## src/rtl/seven_segment_scan_driver.sv

```systemverilog
// N-digit multiplexed seven-segment driver: hex font, PWM brightness, blanking and
// frame-synchronous display updates. Define LEADING_ZERO_BLANK_EN to suppress leading zero digits.
module seven_segment_scan_driver #(
  parameter int DIGITS          = 2,
  parameter int PRESCALER_BITS  = 16,
  parameter int BRIGHTNESS_BITS = 4,
  parameter bit COMMON_ANODE    = 1'b1
) (
  input  logic                       clk,
  input  logic                       nreset,
  input  logic [4*DIGITS-1:0]        code,
  input  logic [DIGITS-1:0]          points,
  input  logic                       load,
  input  logic [BRIGHTNESS_BITS-1:0] brightness,
  input  logic                       blank,
  output logic [7:0]                 segments,
  output logic [DIGITS-1:0]          sel,
  output logic                       frame_done
);

  localparam int                   IDX_BITS = (DIGITS > 1) ? $clog2(DIGITS) : 1;
  localparam logic [IDX_BITS-1:0]  LAST_IDX = IDX_BITS'(DIGITS - 1);
  localparam logic [7:0]           SEG_OFF  = {8{COMMON_ANODE}};
  localparam logic [DIGITS-1:0]    SEL_OFF  = {DIGITS{COMMON_ANODE}};

  // Active-high {g,f,e,d,c,b,a} pattern for one hex nibble.
  function automatic logic [6:0] hex_font(input logic [3:0] nibble);
    logic [6:0] f;
    case (nibble)
      4'h0: f = 7'h3F;  4'h1: f = 7'h06;  4'h2: f = 7'h5B;  4'h3: f = 7'h4F;
      4'h4: f = 7'h66;  4'h5: f = 7'h6D;  4'h6: f = 7'h7D;  4'h7: f = 7'h07;
      4'h8: f = 7'h7F;  4'h9: f = 7'h6F;  4'hA: f = 7'h77;  4'hB: f = 7'h7C;
      4'hC: f = 7'h39;  4'hD: f = 7'h5E;  4'hE: f = 7'h79;  default: f = 7'h71;
    endcase
    return f;
  endfunction

  logic [PRESCALER_BITS-1:0] prescaler;
  logic [IDX_BITS-1:0]       index;
  logic [4*DIGITS-1:0]       shadow_code, active_code;
  logic [DIGITS-1:0]         shadow_points, active_points;
  logic                      pending;

  logic slot_end, boundary;
  assign slot_end   = &prescaler;
  assign boundary   = slot_end && (index == LAST_IDX);
  assign frame_done = boundary;

  // NOTE: sequential state uses non-blocking assignments so every register samples
  // the pre-edge values of its neighbours, independent of statement order.
  always_ff @(posedge clk or negedge nreset) begin
    if (!nreset) begin
      prescaler <= '0;
      index     <= '0;
    end else begin
      prescaler <= prescaler + 1'b1;
      if (slot_end) index <= (index == LAST_IDX) ? '0 : index + 1'b1;
    end
  end

  // A load on the boundary cycle bypasses the shadow so it is not deferred a whole frame.
  always_ff @(posedge clk or negedge nreset) begin
    if (!nreset) begin
      shadow_code   <= '0;
      shadow_points <= '0;
      active_code   <= '0;
      active_points <= '0;
      pending       <= 1'b0;
    end else begin
      if (load) begin
        shadow_code   <= code;
        shadow_points <= points;
      end
      if (boundary) begin
        pending <= 1'b0;
        if (load) begin
          active_code   <= code;
          active_points <= points;
        end else if (pending) begin
          active_code   <= shadow_code;
          active_points <= shadow_points;
        end
      end else if (load) begin
        pending <= 1'b1;
      end
    end
  end

  logic shown;
`ifdef LEADING_ZERO_BLANK_EN
  logic [IDX_BITS-1:0] msd;
  always_comb begin
    msd = '0;
    for (int i = 1; i < DIGITS; i++)
      if (active_code[4*i +: 4] != 4'h0 || active_points[i]) msd = IDX_BITS'(i);
    shown = (index <= msd);
  end
`else
  assign shown = 1'b1;
`endif

  logic [3:0]        nibble;
  logic              pwm_on, lit;
  logic [7:0]        seg_hi;
  logic [DIGITS-1:0] sel_hi;

  // NOTE: every combinational output gets a default first, so no path can infer a latch.
  always_comb begin
    nibble = active_code[4*index +: 4];
    pwm_on = prescaler[PRESCALER_BITS-1 -: BRIGHTNESS_BITS] < brightness;
    lit    = pwm_on && shown && !blank;
    seg_hi = {active_points[index], hex_font(nibble)};
    sel_hi = DIGITS'(1) << index;
  end

  always_ff @(posedge clk or negedge nreset) begin
    if (!nreset) begin
      segments <= SEG_OFF;
      sel      <= SEL_OFF;
    end else if (lit) begin
      segments <= seg_hi ^ SEG_OFF;
      sel      <= sel_hi ^ SEL_OFF;
    end else begin
      segments <= SEG_OFF;
      sel      <= SEL_OFF;
    end
  end

endmodule

```

## config.mk

```make
export PLATFORM = sky130hd
export DESIGN_NAME = seven_segment_scan_driver
export DESIGN_NICKNAME = d
export VERILOG_FILES = /design/src/rtl/seven_segment_scan_driver.sv
export SDC_FILE = /design/constraint.sdc
export NUM_CORES = 1
export LEC_CHECK = 0
export BUFFER_PORTS_ARGS = -buffer_cell sky130_fd_sc_hd__clkbuf_2
export CAP_MARGIN = 20
export CORE_MARGIN = 2
export CORE_UTILIZATION = 51
export CTS_CLUSTER_SIZE = 8
export DETAILED_ROUTE_END_ITERATION = 10
export PLACE_DENSITY = 0.76
export SLEW_MARGIN = 15
export SYNTH_ARGS = -nofsm -noshare
export SYNTH_HDL_FRONTEND = slang
export SYNTH_SLANG_ARGS = --single-unit
```

## constraint.sdc

```tcl
create_clock -name clk -period 1.8 [get_ports clk]
set_input_delay 0.27 -clock clk [delete_from_list [all_inputs] [get_ports clk]]
set_output_delay 0.27 -clock clk [all_outputs]
set_load 0.01 [all_outputs]
```

Word level (Yosys, flattened, before mapping)

Memory sizes are Yosys's and may differ from the RTL's.
Index checks and enable logic that the tools add are counted.
W data, S select, Z words.

Flip-flop bits (word level): 48
ROM bits: 112
Input bits: 18
Output and inout port bits: 11
Memories: 1

Memories:

| name            | words | bits a word | read ports | clocked after memory_dff | wr ports | line | source |
|---|---|---|---|---|---|---|---|
| (no name shown) | 16    | 7           | 1          | 0                        | 0        | 29   | `case (nibble)` |

$add $sub $neg: 2
$lt $le $gt $ge: 2
Shift operators: 2
Muxes and demuxes: 11
Bitwise logic cells: 2
Reduce and logical (&&, ||, !) cells: 7

Operators with widths:

| cell                    | number |
|---|---|
| $mux W8                 | 3 |
| $add A16 B1 Y16 const B | 1 |
| $reduce_and A16 Y1      | 1 |
| $not A8 Y8              | 1 |
| $shiftx A8 B4 Y4        | 1 |
| $mux W2                 | 3 |
| $mux W1                 | 5 |
| $lt A4 B4 Y1            | 1 |
| $reduce_bool A2 Y1      | 2 |
| $logic_and A1 B1 Y1     | 2 |
| $lt A1 B2 Y1 const B    | 1 |
| $not A2 Y2              | 1 |
| $reduce_and A2 Y1       | 1 |
| $shl A1 B1 Y2 const A   | 1 |
| $add A1 B1 Y1 const B   | 1 |
| $logic_not A1 Y1        | 1 |

Logic depth before layout (Yosys ltp)

Gate-level depths: netlist of run 1.

Depth in word-level cells: 4
Mapped depth: 8

Worst setup path after synthesis of run 1

No wires, ideal clock.

Kind: flip-flop to flip-flop
Start: register index
End: register segments[6]
Library setup time: 0.095 ns
Data arrival time: 1.739 ns
Slack: -0.035 ns
Stages on the path, launching flop included: 9
Path through: dfrtp_1 -> clkbuf_8 -> mux2i_1 -> inv_1 -> ha_1 -> inv_1 -> nor2_1 -> a211oi_1 -> o21ai_1

Cells in the longest elaborated chain, start to end: 4

Ends and longest elaborated chain:

| item                   | line | source |
|---|---|---|
| start, declared        | 39   | `logic [IDX_BITS-1:0] index;` |
| start signal, assigned | 57   | `if (slot_end) index <= (index == LAST_IDX) ? '0 : index + 1'b1;` |
| $shiftx A8 B4 Y4       | 109  | `nibble = active_code[4*index +: 4];` |
| $mem_v2 Z16 W7         | --   |  |
| $not A8 Y8 (no line)   | --   |  |
| $mux W8                | 120  | `end else if (lit) begin` |
| end signal, assigned   | 121  | `segments <= seg_hi ^ SEG_OFF;` |
| end, declared          | 16   | `output logic [7:0] segments,` |

No other way between the ends.
A chain may end at the register's enable or synchronous reset.

Worst setup path after layout of run 1

Start: register prescaler[1]
End: output frame_done

Cells in the longest elaborated chain, start to end: 2

Ends and longest elaborated chain:

| item                   | line | source |
|---|---|---|
| start, declared        | 38   | `logic [PRESCALER_BITS-1:0] prescaler;` |
| start signal, assigned | 56   | `prescaler <= prescaler + 1'b1;` |
| $reduce_and A16 Y1     | 45   | `assign slot_end = &prescaler;` |
| $logic_and A1 B1 Y1    | 46   | `assign boundary = slot_end && (index == LAST_IDX);` |
| end, declared          | 18   | `output logic frame_done` |

No other way between the ends.

==> impl_results.md, run 1 <==
- Area contributors post-synth: dfrtp_1 42%, dfstp_2 12%, mux2_4 6.6%
- Vias post-DR: around 1,500
- Clk Tree Root Cell: clkbuf_8
- Worst-Margin Slew: roughly 580 ps
- Worst reg2reg path depth: 7
- Hold-fix buffers, CTS: 0
- Hold Crit Class: input port to asynchronous set/reset pin
- CTS sink cnt: 48
- Setup crit start kind: flip-flop
- Max Clk Rate: 529 MHz
- Gr usage total: approximately 18%
- Initial DRC Count: 95
- Final hold viol count: 0
- Share of the synthesized area in the top cell type: 42.0%
- Critical path endpoint category: primary output
- Setup ws final: -90.2 ps
- Area Overhead vs Synth: 21.2%
- # Max-Cap Violations: 0
- Drt drc: 0
- Die area: about 5000 um2
- TNS Setup: -826 ps
- Antenna cells: 0
- Status: finished with violations
- Synth unique cells: 36
- Total gr overflow: 0
- Data arrival, critical path: 1620 ps
- Worst-Skew Late Latency: 300 ps
- Post-synth EDFFs: 0
- Routed Antenna Nets: 0
- Crit-path slowest cell: dfrtp_1
- Final Non-Filler Cells: 284
- Routed Wire Length: around 4 mm
- Syn Nets: 203
- Row Count: 24
- Design Area, Final: between 2000 and 3000 um2
- Port bufs: 28
- DR WL/cell: 14.1 um
- Async SR Flop Fraction: 100%
- Synth Instances: 175
- Initial Utilization: 52.4%
- P per Cell Area: 692 nW/um2
- Die height: 70.6 um
- Placed insts: 268
- LEAKAGE: about 1.3 nW
- CP Max Fanout: 2
- Number of I/O pins: 29
- Inserted Clock Buffers: 5
- Yosys reg bits: 48
- Slew HR: 61.5%
- Largest net degree at the start of global routing: 49
- Synth area leader: dfrtp_1
- Final net count: around 260
- Maximum VDD drop: 0.516 mV
- Global placement routability congestion: ~0.81
- CTS tree: yes
- Synthesized cell area: 2260 um2
- Clock slew at reported path FFs: 80 ps
- Die Wd: ~70 um
- Critical-path cell list: ha_2 -> and4_4 -> nand3_4 -> buf_6 -> nor2_4 -> and2_4 -> buf_6
- Seq/Total Area, Yosys: 53.6%
- Crit path largest cell delay: around 370 ps
- Post-Place Cell Area: 2570 um2
- Setup repair after global routing missed its margin: true
- Setup Skew: approximately 4.6 ps
- Depth of the CTS H-tree: 2
- Final Core Density: 63.5%
- Maximum clock path buffer count: 2
- Number of global-route vias before repair: 1,530
- Final setup vio count: 11
- Core Footprint: 4320 um2
- Crit Path Class: flip-flop to primary output
- Synthesized area per cell: 12.9 um2
- Top-count cell post-synth: dfrtp_1
- Global-route wire length before repair: 6.84 mm
- Max Slew Vio Count: 0
- Drt pass-1 iters: 4
- Failing checks: negative setup slack
- Ys Warns: 0
- Main synth FF type: dfrtp_1
- Minimum clock period: ~1900 ps
- Initial antenna violation count: 0
- Most frequent cell on the critical path: buf_6
- Routed vias/inst: 5.18
- Period utilization: 105%
- Synth top cells by count: 38 x dfrtp_1, 15 x nand2_1, 12 x mux2_2
- DPL Wire Length: 2.76 mm
- Share of layout cells above drive strength 1: between 40 and 50%
- Required time worst endpoint: 1530 ps
## layer usage
layer / part of all wire [%] / GRT usage [%] / routed length, um
met1: 42 / 20.3 / 1660
met2: 54 / 31.8 / 2160
met3: 3.5 / 4.84 / 140
met4: 1.1 / 6.92 / 44
met5: 0 / 0 / 0
## timing repair
| action | in CTS | in global routing |
|---|---|---|
| endpoints found under the setup margin | 11 | 13 |
| resized for setup | 4 | 2 |
| pin swaps | 4 | 0 |
| buffers inserted | 5 | 3 |
## kinds of logic (layout without fill, tap and decap cells)
| kind of cell | Yosys count | count (layout) | synth area share (%) |
|---|---|---|---|
| flip-flops | 48 | 48 | 53.6 |
| buffers and inverters | 10 | 67 | 2.76 |
| multiplexers | 27 | 27 | 14.9 |
| AO/OA/AOI/OAI | 16 | 16 | 4.75 |
| adder cells (fa/ha/maj) | 10 | 10 | 5.52 |
| AND/OR/NAND/NOR | 49 | 49 | 12.7 |
| XOR/XNOR | 15 | 15 | 5.80 |
## final cells by class
| cell class | instances | area (um2) |
|---|---|---|
| clock buffer | 6 | 82.6 |
| clock inverter | 2 | 10.0 |
| fill | 349 | 1580 |
| inverter | 7 | 26.3 |
| multi-input combinational | 117 | 1000 |
| sequential | 48 | 1210 |
| tap | 52 | 65.1 |
| timing repair buffer | 52 | 343 |
## placed cells by master (no fill, tap or decap), types with 7 or more instances in the layout
cell / instances
buf_4: 22
clkbuf_2: 27
dfrtp_1: 38
dfstp_2: 10
ha_1: 9
inv_1: 7
mux2_2: 12
mux2_4: 10
nand2_1: 15
nand3_1: 7
nor2_1: 8
xnor2_1: 9
## state kept, by name, summed over array words and instances (netlist names)
name / count
shadow_code: 8
active_points: 2
pending: 1
segments: 8
shadow_points: 2
sel: 2
prescaler: 16
index: 1
active_code: 8
## power breakdown
group	internal [mW]	switching, mW	leakage (nW)
logic	0.0517	0.0605	0.669
registers	1.12	0.00787	0.594
clock network	0.307	0.356	0.0510
total	1.48	0.424	1.31
## through the flow
| step | power (mW) | worst slack (ps) | hold WS (ps) |
|---|---|---|---|
| detailed placement | 1.26 | 13.6 | 398 |
| global route | 1.97 | -158 | 100 |
| floorplan | 1.20 | -0.859 | -25.6 |
| global placement | 1.26 | 66.6 | 391 |
| finish | 1.90 | -90.2 | 55.1 |
| CTS | 1.92 | -110 | 64.0 |
## worst max-delay path: cells and delay by family (launching register included)
family	cells	cell delay, ps
simple gates	4	560
flops	1	370
buf+inv	2	220
fa+ha+maj	1	180
## final timing paths
check,slack [ps],start,end
worst min register to register,500,prescaler[8]$_DFF_PN0_,prescaler[8]$_DFF_PN0_
max in group asynchronous,1360,nreset,shadow_code[2]$_DFFE_PN0P_
worst min-delay path,60,nreset,shadow_code[6]$_DFFE_PN0P_
worst max register to register,-80,prescaler[1]$_DFF_PN0_,active_code[3]$_DFFE_PN0P_
min in group clk,220,code[0],shadow_code[0]$_DFFE_PN0P_
worst max-delay path,-90,prescaler[1]$_DFF_PN0_,frame_done
Power figures use the tool's default switching activity.
==> run 2: changes to the inputs <==
Settings changed: CORE_MARGIN 2 to 4.
==> impl_results.md, run 2 (synthesis gave the netlist of run 1 again) <==
- Status: finished with violations (unchanged)
- Failing checks: negative setup slack (unchanged)
- Period utilization: 102% (was 105%)
- Crit Path Class: flip-flop to primary output (unchanged)
- Minimum clock period: 1830 ps (was 1890 ps)
- P per Cell Area: 696 nW/um2 (was 692 nW/um2)
- LEAKAGE: 1.30 nW (was 1.31 nW)
- Post-Place Cell Area: 2580 um2 (was 2570 um2)
- CP top delay family: simple AND/OR/NAND/NOR gates (unchanged)
- Total gr overflow: 0 (unchanged)
- Buf+Inv Stages, Crit Path: 1 (was 2)
- Data arrival, critical path: 1560 ps (was 1620 ps)
- Worst-Margin Slew: 487 ps (was 578 ps)
- Slew HR: 67.5% (was 61.5%)
- Pre-CTS WS: 3.36 ps (was 13.6 ps)
- Drt drc: 0 (unchanged)
- Final hold viol count: 0 (unchanged)
- DPL Wire Length: 2.93 mm (was 2.76 mm)
- Initial Utilization: 54.6% (was 52.4%)
- Setup Skew: 11.1 ps (was 4.64 ps)
- Design Area, Final: 2740 um2 (was 2750 um2)
- Routed Wire Length: 3.84 mm (was 4.01 mm)
- Fillcell total: 328 (was 349)
- DR WL/cell: 13.8 um (was 14.1 um)
- Row Count: 23 (was 24)
- Max Clk Rate: 546 MHz (was 529 MHz)
- Required time worst endpoint: 1530 ps (about the same)
- Number of global-route vias before repair: 1,503 (was 1,530)
- Gr usage total: 15.7% (was 17.8%)
- Critical-path cell list: ha_2 -> and4_4 -> nand3_4 -> nor2_4 -> and2_4 -> buf_6 (was ha_2 -> and4_4 -> nand3_4 -> buf_6 -> nor2_4 -> and2_4 -> buf_6)
- Number of I/O pins: 29 (unchanged)
- Depth of the CTS H-tree: 2 (unchanged)
- Critical path endpoint category: primary output (unchanged)
- Number of flip-flops in the largest register: 16 (unchanged)
- Die Wd: 74.6 um (was 70.6 um)
- Share of layout cells above drive strength 1: 43.7% (was 44.4%)
- Routed vias/inst: 5.11 (was 5.18)
- Largest net degree at the start of global routing: 31 (was 49)
- Final net count: 256 (was 259)
- Initial antenna violation count: 0 (unchanged)
- Multi-input gate area: 1000 um2 (unchanged)
- Global placement routability congestion: 0.811 (was 0.812)
- Drt pass-1 iters: 4 (unchanged)
- Most frequent cells in the layout: 37 x dfrtp_1, 27 x clkbuf_2, 18 x buf_4 (was 38 x dfrtp_1, 27 x clkbuf_2, 22 x buf_4)
- Commonest non-fill, non-tap cell in the layout: dfrtp_1 (unchanged)
- Global-route wire length before repair: 6.62 mm (was 6.84 mm)
- Initial DRC Count: 93 (was 95)
- Final Core Density: 66.0% (was 63.5%)
- Antenna cells: 0 (unchanged)
- CP Max Fanout: 3 (was 2)
- Crit path largest cell delay: 360 ps (was 370 ps)
- Maximum clock path buffer count: 2 (unchanged)
- Worst-Skew Late Latency: 300 ps (about the same)
- Largest Register: prescaler (unchanged)
- Port bufs: 28 (unchanged)
- Clock slew at reported path FFs: 90 ps (was 80 ps)
- Maximum VDD drop: 0.398 mV (was 0.516 mV)
- Register area: 1210 um2 (about the same)
- Crit-path slowest cell: dfrtp_1 (unchanged)
- Routed Antenna Nets: 0 (unchanged)
- Area Overhead vs Synth: 20.8% (was 21.2%)
- Vias post-DR: 1,426 (was 1,470)
- Final setup vio count: 1 (was 11)
- CTS tree: yes (unchanged)
- Setup crit start kind: flip-flop (unchanged)
- Placed insts: 266 (was 268)
- PnR Total Power: 1.91 mW (was 1.90 mW)
- Setup ws final: -31.1 ps (was -90.2 ps)
- # Max-Cap Violations: 0 (unchanged)
- Hold Crit Class: input port to flip-flop (was input port to asynchronous set/reset pin)
- Setup repair after global routing missed its margin: true (unchanged)
- CTS sink cnt: 48 (unchanged)
- Clk Tree Root Cell: clkbuf_8 (unchanged)
- Final Non-Filler Cells: 279 (was 284)
- Core Footprint: 4140 um2 (was 4320 um2)
- Inserted Clock Buffers: 5 (unchanged)
- Die area: 5570 um2 (was 4990 um2)
- Max Slew Vio Count: 0 (unchanged)
- Die height: 74.6 um (was 70.6 um)
==> run 2: cell count changes in the layout (fill, tap and decap cells not counted), sizes merged <==
cell,change
dlygate4sd3,+1
inv,+1
clkinv,-1
buf,-4
==> run 2: final cells by class <==
type                            instances  share of cell area, %
Clock buffer                            6                   3.02
Timing Repair Buffer                   49                   12.1
Tap cell                               50                   2.29
Sequential cell                        48                   44.4
Clock inverter                          2                  0.503
Multi-Input combinational cell        117                   36.7
Inverter                                7                  0.960
==> run 2: final timing paths <==
kind,start,endpoint,slack [ps],cells after the start
max,prescaler[0]$_DFF_PN0_,frame_done,-30,6
min,code[3],shadow_code[3]$_DFFE_PN0P_,220,2
max reg2reg,prescaler[0]$_DFF_PN0_,active_code[3]$_DFFE_PN0P_,30,6
min reg2reg,prescaler[8]$_DFF_PN0_,prescaler[8]$_DFF_PN0_,480,1
max in group asynchronous,nreset,segments[1]$_DFF_PN1_,740,3
min in group asynchronous,nreset,shadow_code[5]$_DFFE_PN0P_,460,2
==> run 2: report_power, final <==
| group | internal (mW) | switching (mW) |
|---|---|---|
| registers | 1.12 | 0.00791 |
| clock network | 0.314 | 0.350 |
| logic | 0.0560 | 0.0611 |
==> run 2: repair_timing <==
item,4_1_cts,5_1_grt
pin swaps,4,2
hold endpoints to repair,17,0
gates resized for setup,1,5
setup endpoints to repair,10,12
buffers inserted,4,1
hold buffers,1,0
==> run 2: metal layers <==
metal	global-route usage, %	vias up	wire, um
met2	28.0	26	1960
met1	18.3	682	1650
met5	0	-	0
met4	7.51	0	73
met3	2.94	7	147
li1	-	711	-
==> run 2: worst reg2reg max path, delay by kind of cell, from the launching register on <==
| family | cells | cell delay [ps] |
|---|---|---|
| adders and majority gates | 1 | 180 |
| and+or+nand+nor | 3 | 630 |
| buffers and inverters | 1 | 190 |
| muxes | 1 | 310 |
| DFF | 1 | 360 |
==> run 2: stage by stage <==
| step | TNS [ps] | hold WS, ps |
|---|---|---|
| floorplan | -0.859 | -25.6 |
| global placement | 0 | 246 |
| detailed placement | 0 | 247 |
| CTS | -39.5 | 212 |
| global route | -714 | 210 |
| finish | -31.1 | 218 |
==> run 3: changes to the inputs <==
==> constraint.sdc (replaced) <==
create_clock -name clk -period 1.8 [get_ports clk]
set_input_delay 0.18 -clock clk [delete_from_list [all_inputs] [get_ports clk]]
set_output_delay 0.18 -clock clk [all_outputs]
set_load 0.01 [all_outputs]
==> impl_results.md, run 3 (synthesis gave the netlist of run 1 again) <==
- Status: finished, final reports clean (was finished with violations)
- Number of global-route vias before repair: 1,414 (was 1,503)
- Routed Wire Length: 3.67 mm (was 3.84 mm)
- Setup crit start kind: flip-flop (unchanged)
- Commonest non-fill, non-tap cell in the layout: dfrtp_1 (unchanged)
- Number of I/O pins: 29 (unchanged)
- Clk Tree Root Cell: clkbuf_8 (unchanged)
- Placed insts: 266 (unchanged)
- Required time worst endpoint: 1980 ps (was 1530 ps)
- Period utilization: 97.5% (was 102%)
- Final hold viol count: 0 (unchanged)
- Die area: 5570 um2 (unchanged)
- Pre-CTS WS: 25.2 ps (was 3.36 ps)
- Origin of the critical flop-to-flop path: prescaler[1]$_DFF_PN0_ (was prescaler[0]$_DFF_PN0_)
- Crit Path Class: flip-flop to flip-flop (was flip-flop to primary output)
- Slew HR: 68.1% (was 67.5%)
- CTS tree: yes (unchanged)
- Hold Crit Class: input port to flip-flop (unchanged)
- Global placement routability congestion: 0.801 (was 0.811)
- P per Cell Area: 737 nW/um2 (was 696 nW/um2)
- Maximum VDD drop: 0.508 mV (was 0.398 mV)
- Data arrival, critical path: 1940 ps (was 1560 ps)
- Maximum clock path buffer count: 2 (unchanged)
- Critical-path cell list: ha_2 -> and4_4 -> nand3_4 -> nor4b_4 -> buf_12 -> mux2_4 (was ha_2 -> and4_4 -> nand3_4 -> nor2_4 -> and2_4 -> buf_6)
- Core Footprint: 4140 um2 (unchanged)
- Row Count: 23 (unchanged)
- Antenna cells: 0 (unchanged)
- Final setup vio count: 0 (was 1)
- DR WL/cell: 13.1 um (was 13.8 um)
- Multi-input gate area: 1000 um2 (unchanged)
- Max Clk Rate: 570 MHz (was 546 MHz)
- Drt pass-1 iters: 4 (unchanged)
- CP Launch Point: prescaler[1]$_DFF_PN0_ (was prescaler[0]$_DFF_PN0_)
- Vias post-DR: 1,442 (was 1,426)
- Worst-Margin Slew: 472 ps (was 487 ps)
- Routed Antenna Nets: 0 (unchanged)
- Die Wd: 74.6 um (unchanged)
- Fillcell total: 319 (was 328)
- Setup ws final: 45.0 ps (was -31.1 ps)
- Port bufs: 28 (unchanged)
- Inserted Clock Buffers: 5 (unchanged)
- Area Overhead vs Synth: 21.4% (was 20.8%)
- Worst-Skew Late Latency: 300 ps (about the same)
- CTS sink cnt: 48 (unchanged)
- Clock slew at reported path FFs: 90 ps (about the same)
- Setup repair after global routing missed its margin: true (unchanged)
- Hold_sp: code[1] (was code[3])
- Buf+Inv Stages, Crit Path: 1 (unchanged)
- Drt drc: 0 (unchanged)
- LEAKAGE: 1.32 nW (was 1.30 nW)
- Initial DRC Count: 100 (was 93)
- Max Slew Vio Count: 0 (unchanged)
- Setup Skew: 7.63 ps (was 11.1 ps)
- CP Max Fanout: 10 (was 3)
- Initial antenna violation count: 0 (unchanged)
- Most frequent cells in the layout: 38 x dfrtp_1, 27 x clkbuf_2, 20 x buf_4 (was 37 x dfrtp_1, 27 x clkbuf_2, 18 x buf_4)
- Minimum clock period: 1760 ps (was 1830 ps)
- Routed vias/inst: 5.15 (was 5.11)
- Register area: 1210 um2 (about the same)
- CP top delay family: simple AND/OR/NAND/NOR gates (unchanged)
- Design Area, Final: 2750 um2 (was 2740 um2)
- Final Non-Filler Cells: 280 (was 279)
- Largest Register: prescaler (unchanged)
- Total gr overflow: 0 (unchanged)
- Depth of the CTS H-tree: 2 (unchanged)
- Crit-path slowest cell: dfrtp_1 (unchanged)
- # Max-Cap Violations: 0 (unchanged)
- Gr usage total: 15.1% (was 15.7%)
- Critical path endpoint category: flip-flop (was primary output)
- Die height: 74.6 um (unchanged)
- Global-route wire length before repair: 6.28 mm (was 6.62 mm)
- Initial Utilization: 54.6% (unchanged)
- Share of layout cells above drive strength 1: 43.0% (was 43.7%)
- DPL Wire Length: 2.77 mm (was 2.93 mm)
- Post-Place Cell Area: 2570 um2 (was 2580 um2)
- Largest net degree at the start of global routing: 19 (was 31)
- Final Core Density: 66.4% (was 66.0%)
- Number of flip-flops in the largest register: 16 (unchanged)
- Final net count: 257 (was 256)
- Crit path largest cell delay: 360 ps (about the same)
-- run 3: routing by layer --
| layer | global-route usage [%] | vias up | share of wire (%) |
|---|---|---|---|
| li1 | - | 717 | - |
| met1 | 17.7 | 689 | 43 |
| met2 | 26.1 | 28 | 50 |
| met3 | 4.41 | 8 | 4.5 |
| met4 | 5.93 | 0 | 1.6 |
| met5 | 0 | - | 0 |
-- run 3: worst paths after layout --
kind                            slack (ps)                         end  depth (start not counted)
worst min-delay path                   130  shadow_code[1]$_DFFE_PN0P_                          2
worst min register to register         480      prescaler[8]$_DFF_PN0_                          1
min in group asynchronous              290  shadow_code[5]$_DFFE_PN0P_                          2
worst max-delay path                    40  active_code[4]$_DFFE_PN0P_                          6
max in group asynchronous              920       segments[7]$_DFF_PN1_                          3
worst max register to register          40  active_code[4]$_DFFE_PN0P_                          6
-- run 3: power by group --
part	switching, mW	leakage [nW]	total (mW)	internal, mW
Combinational	0.0598	0.662	0.114	0.0544
Clock	0.345	0.0618	0.788	0.443
Sequential	0.00743	0.594	1.12	1.12
Total	0.412	1.32	2.03	1.61
-- run 3: area by class of cell --
type	instances	share of cell area [%]
clock buffer	8	4.46
tap	50	2.27
timing repair buffer	50	11.6
sequential	48	44.1
inverter	7	0.955
multi-input combinational	117	36.5
-- run 3: what timing repair did --
action,in CTS,in global routing
cloned,0,0
buffers inserted,2,4
resized for setup,2,2
hold endpoints to repair,3,0
setup endpoints to repair,1,11
pin swaps,2,2
hold buffers,1,0
-- run 3: worst register-to-register path: cells and delay by family, from the launching register on --
family	cells	cell delay [ps]
AND/OR/NAND/NOR	3	610
flip-flops	1	360
adder cells (fa/ha/maj)	1	180
buffers and inverters	1	190
multiplexers	1	300
-- run 3: stage by stage --
stage          power, mW  hold WS (ps)  setup TNS [ps]
2_1_floorplan       1.20          -116          -0.859
3_3_place_gp        1.26          77.9               0
3_5_place_dp        1.26          83.7               0
4_1_cts             2.05           126               0
5_1_grt             2.11           117           -52.8
6_report            2.03           128               0
